$ cat src/rtl/serial_logic_unit_pkg.sv
// rtl/serial_logic_unit_pkg.sv - opcode constants and FSM state type for the serial logic unit
package alu_logic_pkg;

    localparam int OP_W = 3;

    localparam logic [OP_W-1:0] OP_NOT  = 3'b000;
    localparam logic [OP_W-1:0] OP_AND  = 3'b001;
    localparam logic [OP_W-1:0] OP_OR   = 3'b010;
    localparam logic [OP_W-1:0] OP_XOR  = 3'b011;
    localparam logic [OP_W-1:0] OP_NAND = 3'b100;
    localparam logic [OP_W-1:0] OP_NOR  = 3'b101;
    localparam logic [OP_W-1:0] OP_XNOR = 3'b110;
    localparam logic [OP_W-1:0] OP_PASS = 3'b111;

    typedef enum logic {
        ST_IDLE = 1'b0,
        ST_RUN  = 1'b1
    } state_e;

endpackage

$ cat src/rtl/serial_logic_unit_if.sv
// rtl/serial_logic_unit_if.sv - start/operand/result bundle between requester and logic unit
interface serial_logic_unit_if import alu_logic_pkg::*; #(
    parameter int WIDTH = 32
) ();
    logic             ctrl_start;
    logic [OP_W-1:0]  op;
    logic [WIDTH-1:0] data_A;
    logic [WIDTH-1:0] data_B;
    logic             busy;
    logic             data_resultRDY;
    logic [WIDTH-1:0] data_result;
    logic             zero;

    modport master (
        output ctrl_start, op, data_A, data_B,
        input  busy, data_resultRDY, data_result, zero
    );

    modport slave (
        input  ctrl_start, op, data_A, data_B,
        output busy, data_resultRDY, data_result, zero
    );
endinterface

$ cat src/rtl/serial_logic_unit_logic_slice.sv
// rtl/serial_logic_unit_logic_slice.sv - combinational bitwise op on one SLICE-bit slice
module logic_slice import alu_logic_pkg::*; #(
    parameter int SLICE = 8
) (
    input  logic [OP_W-1:0]  op,
    input  logic [SLICE-1:0] a,
    input  logic [SLICE-1:0] b,
    output logic [SLICE-1:0] y
);
    always_comb begin
        y = ~a;
        case (op)
            OP_NOT:  y = ~a;
            OP_AND:  y = a & b;
            OP_OR:   y = a | b;
            OP_XOR:  y = a ^ b;
            OP_NAND: y = ~(a & b);
            OP_NOR:  y = ~(a | b);
            OP_XNOR: y = ~(a ^ b);
            OP_PASS: y = a;
            default: y = ~a;
        endcase
    end
endmodule

$ cat src/rtl/serial_logic_unit.sv
// rtl/serial_logic_unit.sv - multi-cycle bitwise logic unit, SLICE bits per cycle
module serial_logic_unit import alu_logic_pkg::*; #(
    parameter int WIDTH = 32,
    parameter int SLICE = 8
) (
    input  logic                clock,
    input  logic                reset_n,
    serial_logic_unit_if.slave  bus
);
    localparam int N  = WIDTH / SLICE;
    localparam int CW = (N > 1) ? $clog2(N) : 1;
    localparam int IW = (WIDTH > 1) ? $clog2(WIDTH) : 1;
    localparam logic [CW-1:0] LAST = CW'(N - 1);

    state_e           state_q, state_d;
    logic [CW-1:0]    cnt_q, cnt_d;
    logic [OP_W-1:0]  op_q, op_d;
    logic [WIDTH-1:0] a_q, a_d, b_q, b_d;
    logic [WIDTH-1:0] work_q, work_d, res_q, res_d;
    logic             busy_q, busy_d, rdy_q, rdy_d, zero_q, zero_d;

    logic [IW-1:0]    base;
    logic [SLICE-1:0] slice_y;
    logic [WIDTH-1:0] work_next;

    // When SLICE == WIDTH the cast folds SLICE to 0, harmless since the counter is always 0.
    assign base = IW'(cnt_q) * IW'(SLICE);

    logic_slice #(.SLICE(SLICE)) u_slice (
        .op (op_q),
        .a  (a_q[base +: SLICE]),
        .b  (b_q[base +: SLICE]),
        .y  (slice_y)
    );

    always_comb begin
        state_d   = state_q;
        cnt_d     = cnt_q;
        op_d      = op_q;
        a_d       = a_q;
        b_d       = b_q;
        work_d    = work_q;
        res_d     = res_q;
        busy_d    = busy_q;
        rdy_d     = 1'b0;
        zero_d    = zero_q;
        work_next = work_q;
        work_next[base +: SLICE] = slice_y;

        case (state_q)
            ST_IDLE: begin
                if (bus.ctrl_start) begin
                    a_d     = bus.data_A;
                    b_d     = bus.data_B;
                    op_d    = bus.op;
                    work_d  = '0;
                    cnt_d   = '0;
                    busy_d  = 1'b1;
                    state_d = ST_RUN;
                end
            end
            ST_RUN: begin
                work_d = work_next;
                if (cnt_q == LAST) begin
                    res_d   = work_next;
                    zero_d  = (work_next == '0);
                    rdy_d   = 1'b1;
                    busy_d  = 1'b0;
                    cnt_d   = '0;
                    state_d = ST_IDLE;
                end else begin
                    cnt_d = cnt_q + 1'b1;
                end
            end
            default: state_d = ST_IDLE;
        endcase
    end

    always_ff @(posedge clock or negedge reset_n) begin
        if (!reset_n) begin
            state_q <= ST_IDLE;
            cnt_q   <= '0;
            op_q    <= '0;
            a_q     <= '0;
            b_q     <= '0;
            work_q  <= '0;
            res_q   <= '0;
            busy_q  <= 1'b0;
            rdy_q   <= 1'b0;
            zero_q  <= 1'b1;
        end else begin
            state_q <= state_d;
            cnt_q   <= cnt_d;
            op_q    <= op_d;
            a_q     <= a_d;
            b_q     <= b_d;
            work_q  <= work_d;
            res_q   <= res_d;
            busy_q  <= busy_d;
            rdy_q   <= rdy_d;
            zero_q  <= zero_d;
        end
    end

    assign bus.busy           = busy_q;
    assign bus.data_resultRDY = rdy_q;
    assign bus.data_result    = res_q;
    assign bus.zero           = zero_q;
endmodule

$ cat src/flat_wrapper.sv
// flat-port wrapper written by rule: the top's interface ports become plain ports
module serial_logic_unit_flat import alu_logic_pkg::*;
#(
    parameter int WIDTH = 32,
    parameter int SLICE = 8
)
  (clock, reset_n, bus_ctrl_start, bus_op, bus_data_A, bus_data_B, bus_busy, bus_data_resultRDY, bus_data_result, bus_zero);
  serial_logic_unit_if #(.WIDTH(WIDTH)) bus_i ();
  input  logic clock;
  input  logic reset_n;
  input wire logic [$bits(bus_i.ctrl_start)-1:0] bus_ctrl_start;
  input wire logic [$bits(bus_i.op)-1:0] bus_op;
  input wire logic [$bits(bus_i.data_A)-1:0] bus_data_A;
  input wire logic [$bits(bus_i.data_B)-1:0] bus_data_B;
  output wire logic [$bits(bus_i.busy)-1:0] bus_busy;
  output wire logic [$bits(bus_i.data_resultRDY)-1:0] bus_data_resultRDY;
  output wire logic [$bits(bus_i.data_result)-1:0] bus_data_result;
  output wire logic [$bits(bus_i.zero)-1:0] bus_zero;
  assign bus_i.ctrl_start = bus_ctrl_start;
  assign bus_i.op = bus_op;
  assign bus_i.data_A = bus_data_A;
  assign bus_i.data_B = bus_data_B;
  assign bus_busy = bus_i.busy;
  assign bus_data_resultRDY = bus_i.data_resultRDY;
  assign bus_data_result = bus_i.data_result;
  assign bus_zero = bus_i.zero;
  serial_logic_unit #(.WIDTH(WIDTH), .SLICE(SLICE)) u_core (.clock(clock), .reset_n(reset_n), .bus(bus_i));
endmodule
$ cat config.mk
export PLATFORM = sky130hd
export DESIGN_NAME = serial_logic_unit_flat
export DESIGN_NICKNAME = d
export VERILOG_FILES = /design/src/rtl/serial_logic_unit_pkg.sv /design/src/rtl/serial_logic_unit_if.sv /design/src/rtl/serial_logic_unit_logic_slice.sv /design/src/rtl/serial_logic_unit.sv /design/src/flat_wrapper.sv
export SDC_FILE = /design/constraint.sdc
export NUM_CORES = 1
export LEC_CHECK = 0
export ABC_AREA = 1
export CAP_MARGIN = 20
export CORE_ASPECT_RATIO = 2
export CORE_MARGIN = 2
export CORE_UTILIZATION = 50
export CTS_CLUSTER_SIZE = 14
export DETAILED_ROUTE_END_ITERATION = 7
export PLACE_DENSITY = 0.71
export SLEW_MARGIN = 20
export SYNTH_ARGS = -nofsm -noshare
export SYNTH_HDL_FRONTEND = slang
export SYNTH_HIERARCHICAL = 1
export SYNTH_SLANG_ARGS = --single-unit
$ cat constraint.sdc
create_clock -name clock -period 3.5 [get_ports clock]
set_input_delay 1.05 -clock clock [delete_from_list [all_inputs] [get_ports clock]]
set_output_delay 1.05 -clock clock [all_outputs]
set_load 0.03 [all_outputs]
## Yosys cells after proc, flatten, opt, wreduce, memory -nomap -nowiden

Cells that the tools add are included.

| cells by class | value |
|---|---|
| add/sub/neg operators | 2 |
| eq/ne operators | 10 |
| shift-type cells | 4 |
| multiplexer cells | 15 |
| bitwise gates (word level) | 8 |
| reductions and logical operators | 5 |

Operators by type and width:

| kind | count |
|---|---|
| 32-bit case mux with 2 select lines | 1 |
| 8-bit case mux with 8 select lines | 1 |
| 32-bit by 6-bit variable part select with 8-bit output | 2 |
| 32-bit bitwise mux | 1 |
| 32-bit logical NOT | 1 |
| 32-bit two-way mux | 1 |
| 8-bit NOT | 4 |
| 8-bit by 7-bit variable shift with 32-bit output, first input constant | 1 |
| 8-bit by 7-bit variable part select with 32-bit output | 1 |
| 3-bit equality test, second input constant | 4 |
| 8-bit bitwise AND | 1 |
| 8-bit bitwise OR | 1 |
| 8-bit bitwise XOR | 1 |
| 5-bit negator with 7-bit output | 1 |
| 3-bit by 2-bit equality test with 1-bit output, second input constant | 2 |
| 1-bit two-way mux | 6 |
| 2-bit AND reduction | 3 |
| 2-bit two-way mux | 2 |
| 2-bit != test, second input constant | 2 |
| 1-bit case mux with 2 select lines | 2 |
| 2-bit case mux with 2 select lines | 1 |
| 3-bit by 1-bit equality test with 1-bit output, second input constant | 1 |
| 3-bit logical NOT | 1 |
| 2-bit by 1-bit adder with 2-bit output, second input constant | 1 |
| other kinds (2) | 2 |

| word-level totals | value |
|---|---|
| flip-flop bits (word level) | 137 |
| bits of input ports | 70 |
| output and inout bits | 35 |
| word-level logic and storage cells | 54 |

## Depth between registers and ports, before layout

Gate-level depths: netlist of run 1.

| depth | value |
|---|---|
| depth after elaboration | 7 |
| gate-level depth with buffers | 24 |
| mapped depth without buffers | 21 |

## By module

Netlist of run 1, hierarchy kept.

By module, submodules not included:

| module | instances | cells an instance | area each (um2) | sequential area each (um2) |
|---|---|---|---|---|
| serial_logic_unit | 1 | 637 | 6,212.2 | 3,429.5 |
| logic_slice | 1 | 178 | 1,018.5 | 0.0 |

## Worst setup path before layout of run 1

OpenSTA, ideal clock, no wires.

| timing path | value |
|---|---|
| path type | register to register |
| from | register u_core.cnt_q[0] |
| to | register u_core.zero_q (netlist: u_core/bus.zero) |
| setup time | 0.061 ns |
| arrival time | 2.666 ns |
| required time | 3.439 ns |
| setup slack | 0.773 ns |
| cell stages (with the launch flop) | 24 |
| buffers on the path | 3 |
| clock period less this slack | 2.727 ns |
| path through | dfrtp_1 > buf_4 > buf_2 > inv_1 > clkbuf_1 > o21ai_0 > o22ai_1 > inv_1 > ha_1 > nand4_1 > nand2_1 > nor2_1 > nand3_1 > inv_1 > nor2_1 > nand2_1 > nor2_1 > nor2_2 > nand2_1 > nor2_1 > nand2_1 > nor2_1 > nand2_1 > nand2_1 |

| on the way | value |
|---|---|
| word-level cells in the longest chain between the ends | 7 |
| elaborated cells between the ends (all ways) | 17 |
| those cells by class | add/sub: 1; eq/ne: 1; shift: 4; mux: 2; bitwise: 7; reduce/logical: 2 |

RTL lines:

| what | line | source |
|---|---|---|
| start: declaration | serial_logic_unit.sv:16 | `logic [CW-1:0] cnt_q, cnt_d;` |
| start signal: assignment | serial_logic_unit.sv:93 | `cnt_q <= cnt_d;` |
| 32-bit by 6-bit variable part select with 8-bit output (on tied branches) | serial_logic_unit.sv:31, serial_logic_unit.sv:32 |  |
| 8-bit bitwise XOR, or another cell as far along | serial_logic_unit_logic_slice.sv:16, serial_logic_unit_logic_slice.sv:19 |  |
| 8-bit NOT (on tied branches) | serial_logic_unit_logic_slice.sv:19, serial_logic_unit_logic_slice.sv:17, serial_logic_unit_logic_slice.sv:18 |  |
| 8-bit case mux with 8 select lines (*) | serial_logic_unit_logic_slice.sv:12 | `case (op)` |
| via u_core.slice_y[1] | serial_logic_unit.sv:23 | `logic [SLICE-1:0] slice_y;` |
| 8-bit by 7-bit variable part select with 32-bit output (*) | serial_logic_unit.sv:48 | `work_next[base +: SLICE] = slice_y;` |
| 32-bit bitwise mux (*) | serial_logic_unit.sv:48 |  |
| 32-bit logical NOT (*) | serial_logic_unit.sv:66 | `zero_d = (work_next == '0);` |
| end signal: assignment | serial_logic_unit.sv:101 | `zero_q <= zero_d;` |
| end: declaration | serial_logic_unit.sv:20 | `logic busy_q, busy_d, rdy_q, rdy_d, zero_q, zero_d;` |

Mark *: on every way through the listed nets, which the timed path passes. The rest lies on a longest branch.
A chain may end at the register's enable or synchronous reset.

## Worst setup path after layout of run 1

Ends and elaborated chain as after synthesis.

==> results of run 1 <==
==> metal layers <==
| metal | global-route usage [%] | vias to the layer above |
|---|---|---|
| met5 | 0 | - |
| met4 | 12.2 | 0 |
| met3 | 3.80 | 45 |
| met2 | 43.9 | 193 |
| met1 | 27.2 | 2843 |
| li1 | - | 2902 |
==> sequential cells by signal (all words and copies together), names as in the netlist <==
signal and flops:
u_core/bus.data_result 32, u_core/bus.zero 1, u_core/work_q 32, u_core/b_q 32, u_core/bus.data_resultRDY 1, u_core/state_q 1
u_core/bus.busy 1, u_core/op_q 3, u_core/a_q 32, u_core/cnt_q 2
==> final cells by class <==
cell class | instances | area, um2 | area share [%]
clock buffers | 19 | 443 | 4.90
well taps | 192 | 240 | 2.66
repair buffers | 124 | 1220 | 13.5
clock inverters | 13 | 166 | 1.84
inverters | 81 | 312 | 3.45
flip-flops and latches | 137 | 3430 | 38.0
multi-input cells | 553 | 3220 | 35.7
==> synth_stat cells, types with 2 or more instances <==
library cell and count:
clkbuf_1 15, dfrtp_1 136, o22ai_1 33, buf_6 8
nor2_2 13, nor2_1 104, nand2_1 149, a21oi_1 2
inv_2 3, mux2_2 67, o21ai_0 71, nand3_1 47
a22o_1 5, nand3_4 2, buf_2 14, buf_4 7
ha_1 22, inv_1 75, nand4_1 32
==> worst min-delay path, stage by stage (launching register included) <==
cell,delay (ns)
dfrtp_1,0.34
nand2_1,0.05
nand2_1,0.05
==> power breakdown <==
| part | total, W | switching [W] | internal, W |
|---|---|---|---|
| clock network | 0.00184 | 0.000695 | 0.00115 |
| registers | 0.00270 | 0.000429 | 0.00228 |
| logic | 0.00488 | 0.00305 | 0.00183 |
| total | 0.00943 | 0.00417 | 0.00525 |
==> through the flow <==
step | setup WS (ns) | utilization [%]
6_report | 0.437 | 63.3
5_1_grt | 0.135 | 63.3
4_1_cts | 0.420 | 63.3
3_5_place_dp | 0.449 | 59.0
3_3_place_gp | 0.452 | 59.0
2_1_floorplan | 0.773 | -
==> cells by family after synthesis <==
group,Yosys count
multiplexers,67
adder cells (fa/ha/maj),22
AO/OA/AOI/OAI,112
AND/OR/NAND/NOR,352
buffers and inverters,125
flip-flops,137
==> worst max-delay path by stage <==
stage | from | to | cells after the start
floorplan | u_core/cnt_q[0] | u_core/bus.zero | 23
global placement | u_core/cnt_q[0] | u_core/bus.zero | 22
detailed placement | u_core/cnt_q[0] | u_core/bus.zero | 22
CTS | u_core/cnt_q[0] | u_core/bus.zero | 22
global route | u_core/cnt_q[0] | u_core/bus.zero | 22
finish | u_core/cnt_q[0] | u_core/bus.zero | 22
==> flow_summary.toml, run 1 <==
[outcome]
status = "complete, no violations"

[finish]
final_nets = 1006
fillers = 1254
postLayoutCellArea_um2 = 9030
layout_common_cells = "nand2_1 (148), dfrtp_1 (136), nor2_1 (104)"
n_antenna_cell = 0
drive_gt1_share_pct = 15.6
layout.cells.non_filler = 1119
area_growth_pct = 24.9
layout_commonest_cell = "nand2_1"

[floorplan]
io_pins = 105
dieArea_um2 = 15500
dieWidth_um = 89.0
die_h_um = 174
start_util_pct = 50.7
placementRows = 62
core_area_um2 = 14300

[synthesis]
avgSynthCellArea_um2 = 8.87
yosysTopAreaCellShare_pct = 47.1
yosysWarnings = 6
yosysTopAreaCell = "dfrtp_1"
synth_xor_area_share_pct = 0
synth-compound-area-share_pct = 8.62
synth_cell_types = 29
synth_edf_count = 0
synthMuxAreaShare_pct = 10.4
synth_seq_area_share_pct = 47.4
synthesis.instances = 815
synthArstFlopShare_pct = 100
syn_area_um2 = 7230
ys_seq_elements = 137
synth-simple-area-share_pct = 21.7
synth.top_cells.by_area = "dfrtp_1 (47%), mux2_2 (10%), nand2_1 (7.7%), nor2_1 (5.4%), o21ai_0 (4.9%)"
syn_nets = 907
ys.flop_type = "dfrtp_1"
synth_fa_ha_area_share_pct = 3.81
synth_top_family_by_area = "simple AND/OR/NAND/NOR gates"

[cts]
clk_latency_ns = 0.42
clk_path_buf_depth = 2
post_cts_resized = 0
htreeDepth = 4
cts_made_buffers = 17
clock-root-buffer = "clkbuf_16"
post_cts_buffers = 0
clk_pin_slew_ns = 0.06
cts_tree = "done"
numClockSinks = 137
hold_buffers = 0

[setup_path]
cp_max_fo = 35
timing.critical_path.mode_cell = "nand2_1"
crit_chain = "buf_4 > o21ai_0 > o22ai_1 > buf_4 > inv_1 > ha_1 > nand4_1 > nand2_1 > nor2_1 > nand3_1 > buf_4 > inv_1 > nor2_1 > nand3_1 > nand2_1 > inv_1 > nand2_1 > nor2_1 > nand2_1 > nor2_1 > nand2_1 > nand2_1"
ff2ff_path_depth = 22
r2r_slack_ns = 0.44
startpoint_type = "flip-flop"
worst-path-buf-inv = 6
crit_family = "simple AND/OR/NAND/NOR gates"
required_ns = 3.85
critPathKind = "reg -> reg"
max_stage_delay_ns = 0.34
worstReg2RegStart = "u_core/cnt_q[0]"
slowest_stage = "dfrtp_1"
end_kind = "flip-flop"
arrival_ns = 3.42
regToRegEndpoint = "u_core/bus.zero"

[sta]
slew_viol_final = 0
fin_crit_sh_pct = 87.5
layout_min_cycle_time_ns = 3.06
hold_viol = 0
finalSetupTns_ns = 0
fin_skew_ns = 0.00894
holdWs_ns = 0.478
rsz0062_at_grt = "false"
max_freq_mhz = 326
worst_pin_slew_ns = 0.977
setup_viol_count_final = 0
slew_headroom_pct = 34.8

[route]
drt-initial-drc-count = 329
drc = 0
met2_length_mm = 10.2
routedWlPerCell_um = 16.1
firstDrtPassIters = 4
drtAntennaViolNets = 0
vias_per_cell = 5.35
routed.top_layer = "met4"
wl_met3_um = 625
wl_met1_mm = 6.53
wirelength_mm = 18.0
vias = 5983

[hold_path]
hp-class = "reg -> reg"
min_path_cells = 2
hp-start = "u_core/bus.data_result[28]"
hold_end = "u_core/bus.data_result[28]"

[global_route]
grt_first_pass_wirelength_mm = 29.4
overflow = 0
track_usage_pct = 24.5
antenna_found_initial = 0
grt_pass1_vias = 6115
grt_max_degree = 74

[pwr]
vdd_drop_max_mv = 0.508
finalPower_w = 0.00943
p_leak_nw = 4.21
powerDensity_nw_per_um2 = 1040

[placed_design]
dp_hpwl_mm = 13.0
place_inst = 1087
dpl_cell_area_um2 = 8420
gp_congestion = 0.918
portBuffers = 104

[job]
maxCapViolations = 0
Note: power is estimated with default switching activity, not from simulation.
==> run 2, diff against run 1 <==
CORE_UTILIZATION = 55   (was 50)
PLACE_DENSITY = 0.78   (was 0.71)
==> run 2 against run 1 <==
Fmax is 6.2% lower; total power is 0.58% higher; utilization is 6.3 points higher; worst hold slack better by 0.0025 ns; register-to-register slack worse by 0.20 ns; routed wire length is 1.8% higher; sequential power hardly changed; first-iteration DRC count is 0.61% higher; combinational power hardly changed; design area is 0.54% lower; clock power is 3% higher; via count is 3.4% higher; critical path type unchanged.
==> flow_summary.toml, run 2 (synthesized netlist as in run 1, its figures left out) <==
[outcome]
status = "complete, no violations"

[placed_design]
portBuffers = 104
dp_slack_ns = 0.391
gp_congestion = 0.901
dp_hpwl_mm = 12.8
dpl_cell_area_um2 = 8350

[pwr]
combPwrFrac_pct = 51.4
internal-power_w = 0.00530
finalPower_w = 0.00948
powerDensity_nw_per_um2 = 1060
power_frac_seq_pct = 28.5
clock_power_share_pct = 20.1
vdd_drop_max_mv = 0.608
p_sw_w = 0.00418
sw_frac_of_total_pct = 44.1
p_leak_nw = 4.21

[sta]
finalSetupTns_ns = 0
max_freq_mhz = 306
slew_headroom_pct = 56.9
fin_skew_ns = 0.00660
fin_crit_sh_pct = 93.3
worst_pin_slew_ns = 0.646
slew_viol_final = 0
layout_min_cycle_time_ns = 3.26
rsz0062_at_grt = "false"
fin_ws_ns = 0.235
hold_viol = 0
setup_viol_count_final = 0

[finish]
multi_input_area_um2 = 3220
fillers = 999
final_nets = 1002
layout_common_cells = "nand2_1 (148), dfrtp_1 (136), nor2_1 (104)"
fin_util_pct = 69.5
drive_gt1_share_pct = 15.1
area_growth_pct = 24.2
n_antenna_cell = 0
seqCellArea_um2 = 3430
postLayoutCellArea_um2 = 8980
layout_commonest_cell = "nand2_1"

[floorplan]
start_util_pct = 56.0
dieWidth_um = 85.1
die_h_um = 166
core_area_um2 = 12900
dieArea_um2 = 14100
io_pins = 105
placementRows = 59

[route]
routedWlPerCell_um = 17.1
drc = 0
drt-initial-drc-count = 331
vias_per_cell = 5.76
firstDrtPassIters = 6
drtAntennaViolNets = 0
vias = 6188
wirelength_mm = 18.3

[global_route]
grt_pass1_vias = 6169
use_met2_pct = 49.3
grt.busiest_layer = "met2"
track_usage_pct = 26.7
grt_first_pass_wirelength_mm = 29.9
grt_use_met1_pct = 28.0
overflow = 0
antenna_found_initial = 0
use_met3_pct = 3.98
grt_max_degree = 72

[cts]
clk_path_buf_depth = 2
numClockSinks = 137
clk_pin_slew_ns = 0.06
post_cts_buffers = 0
clock-root-buffer = "clkbuf_16"
hold_buffers = 0
clk_latency_ns = 0.41
htreeDepth = 4
cts_tree = "done"
post_cts_resized = 0
cts_made_buffers = 17

[setup_path]
critPathKind = "reg -> reg"
startpoint_type = "flip-flop"
crit_path_start = "u_core/cnt_q[0]"
arrival_ns = 3.61
end_kind = "flip-flop"
required_ns = 3.85
worstReg2RegStart = "u_core/cnt_q[0]"
cp_max_fo = 47

[hold_path]
hp-start = "u_core/bus.data_result[26]"
hp-class = "reg -> reg"

[job]
maxCapViolations = 0
-- run 2: layout make-up --
cell class | count | area share [%]
repair buffers | 120 | 13.4
clock inverters | 10 | 1.87
flip-flops and latches | 137 | 38.2
inverters | 81 | 3.47
multi-input cells | 553 | 35.9
clock buffers | 21 | 5.13
well taps | 152 | 2.12
-- run 2: path summary, 6_finish.rpt --
check,end,slack [ns],cells after the start
worst min register to register,u_core/bus.data_result[26],0.48,2
min in group asynchronous,u_core/a_q[31],0.64,1
max in group asynchronous,u_core/bus.zero,2.12,2
worst min-delay path,u_core/bus.data_result[26],0.48,2
worst max register to register,u_core/bus.zero,0.24,20
worst max-delay path,u_core/bus.zero,0.24,20
-- run 2: metrics by stage --
step | std cells | hold WS (ns)
floorplan | 815 | 0.453
global placement | 1043 | 0.464
detailed placement | 1043 | 0.469
CTS | 1074 | 0.486
global route | 1074 | 0.509
finish | 1074 | 0.480
-- run 2: per-layer routing --
layer / routed length [um] / share of wire (%)
met3: 837 / 4.6
met5: 0 / 0
met2: 10200 / 56
met4: 988 / 5.4
met1: 6270 / 34
-- run 2: critical path: stages, from the launching register on --
cell     delay (ns)
dfrtp_1        0.34
buf_4          0.42
o21ai_0        0.21
o22ai_1        0.45
inv_1          0.09
ha_1           0.30
nand4_1        0.10
nand2_1        0.06
nor2_1         0.09
nand3_1        0.11
inv_1          0.07
nor2_1         0.04
nand2_1        0.14
nor2_1         0.07
nor2_2         0.19
nand2_1        0.09
nor2_1         0.16
nand2_1        0.07
nor2_1         0.09
nand2_1        0.06
nand2_1        0.05
-- run 2: power by group through the flow --
stage          sequential (W)  combinational [W]  clock [W]
6_report              0.00270            0.00487    0.00190
5_1_grt               0.00278            0.00532    0.00200
4_1_cts               0.00270            0.00482    0.00192
3_5_place_dp          0.00272            0.00476          0
3_3_place_gp          0.00269            0.00466          0
2_1_floorplan         0.00283            0.00328          0
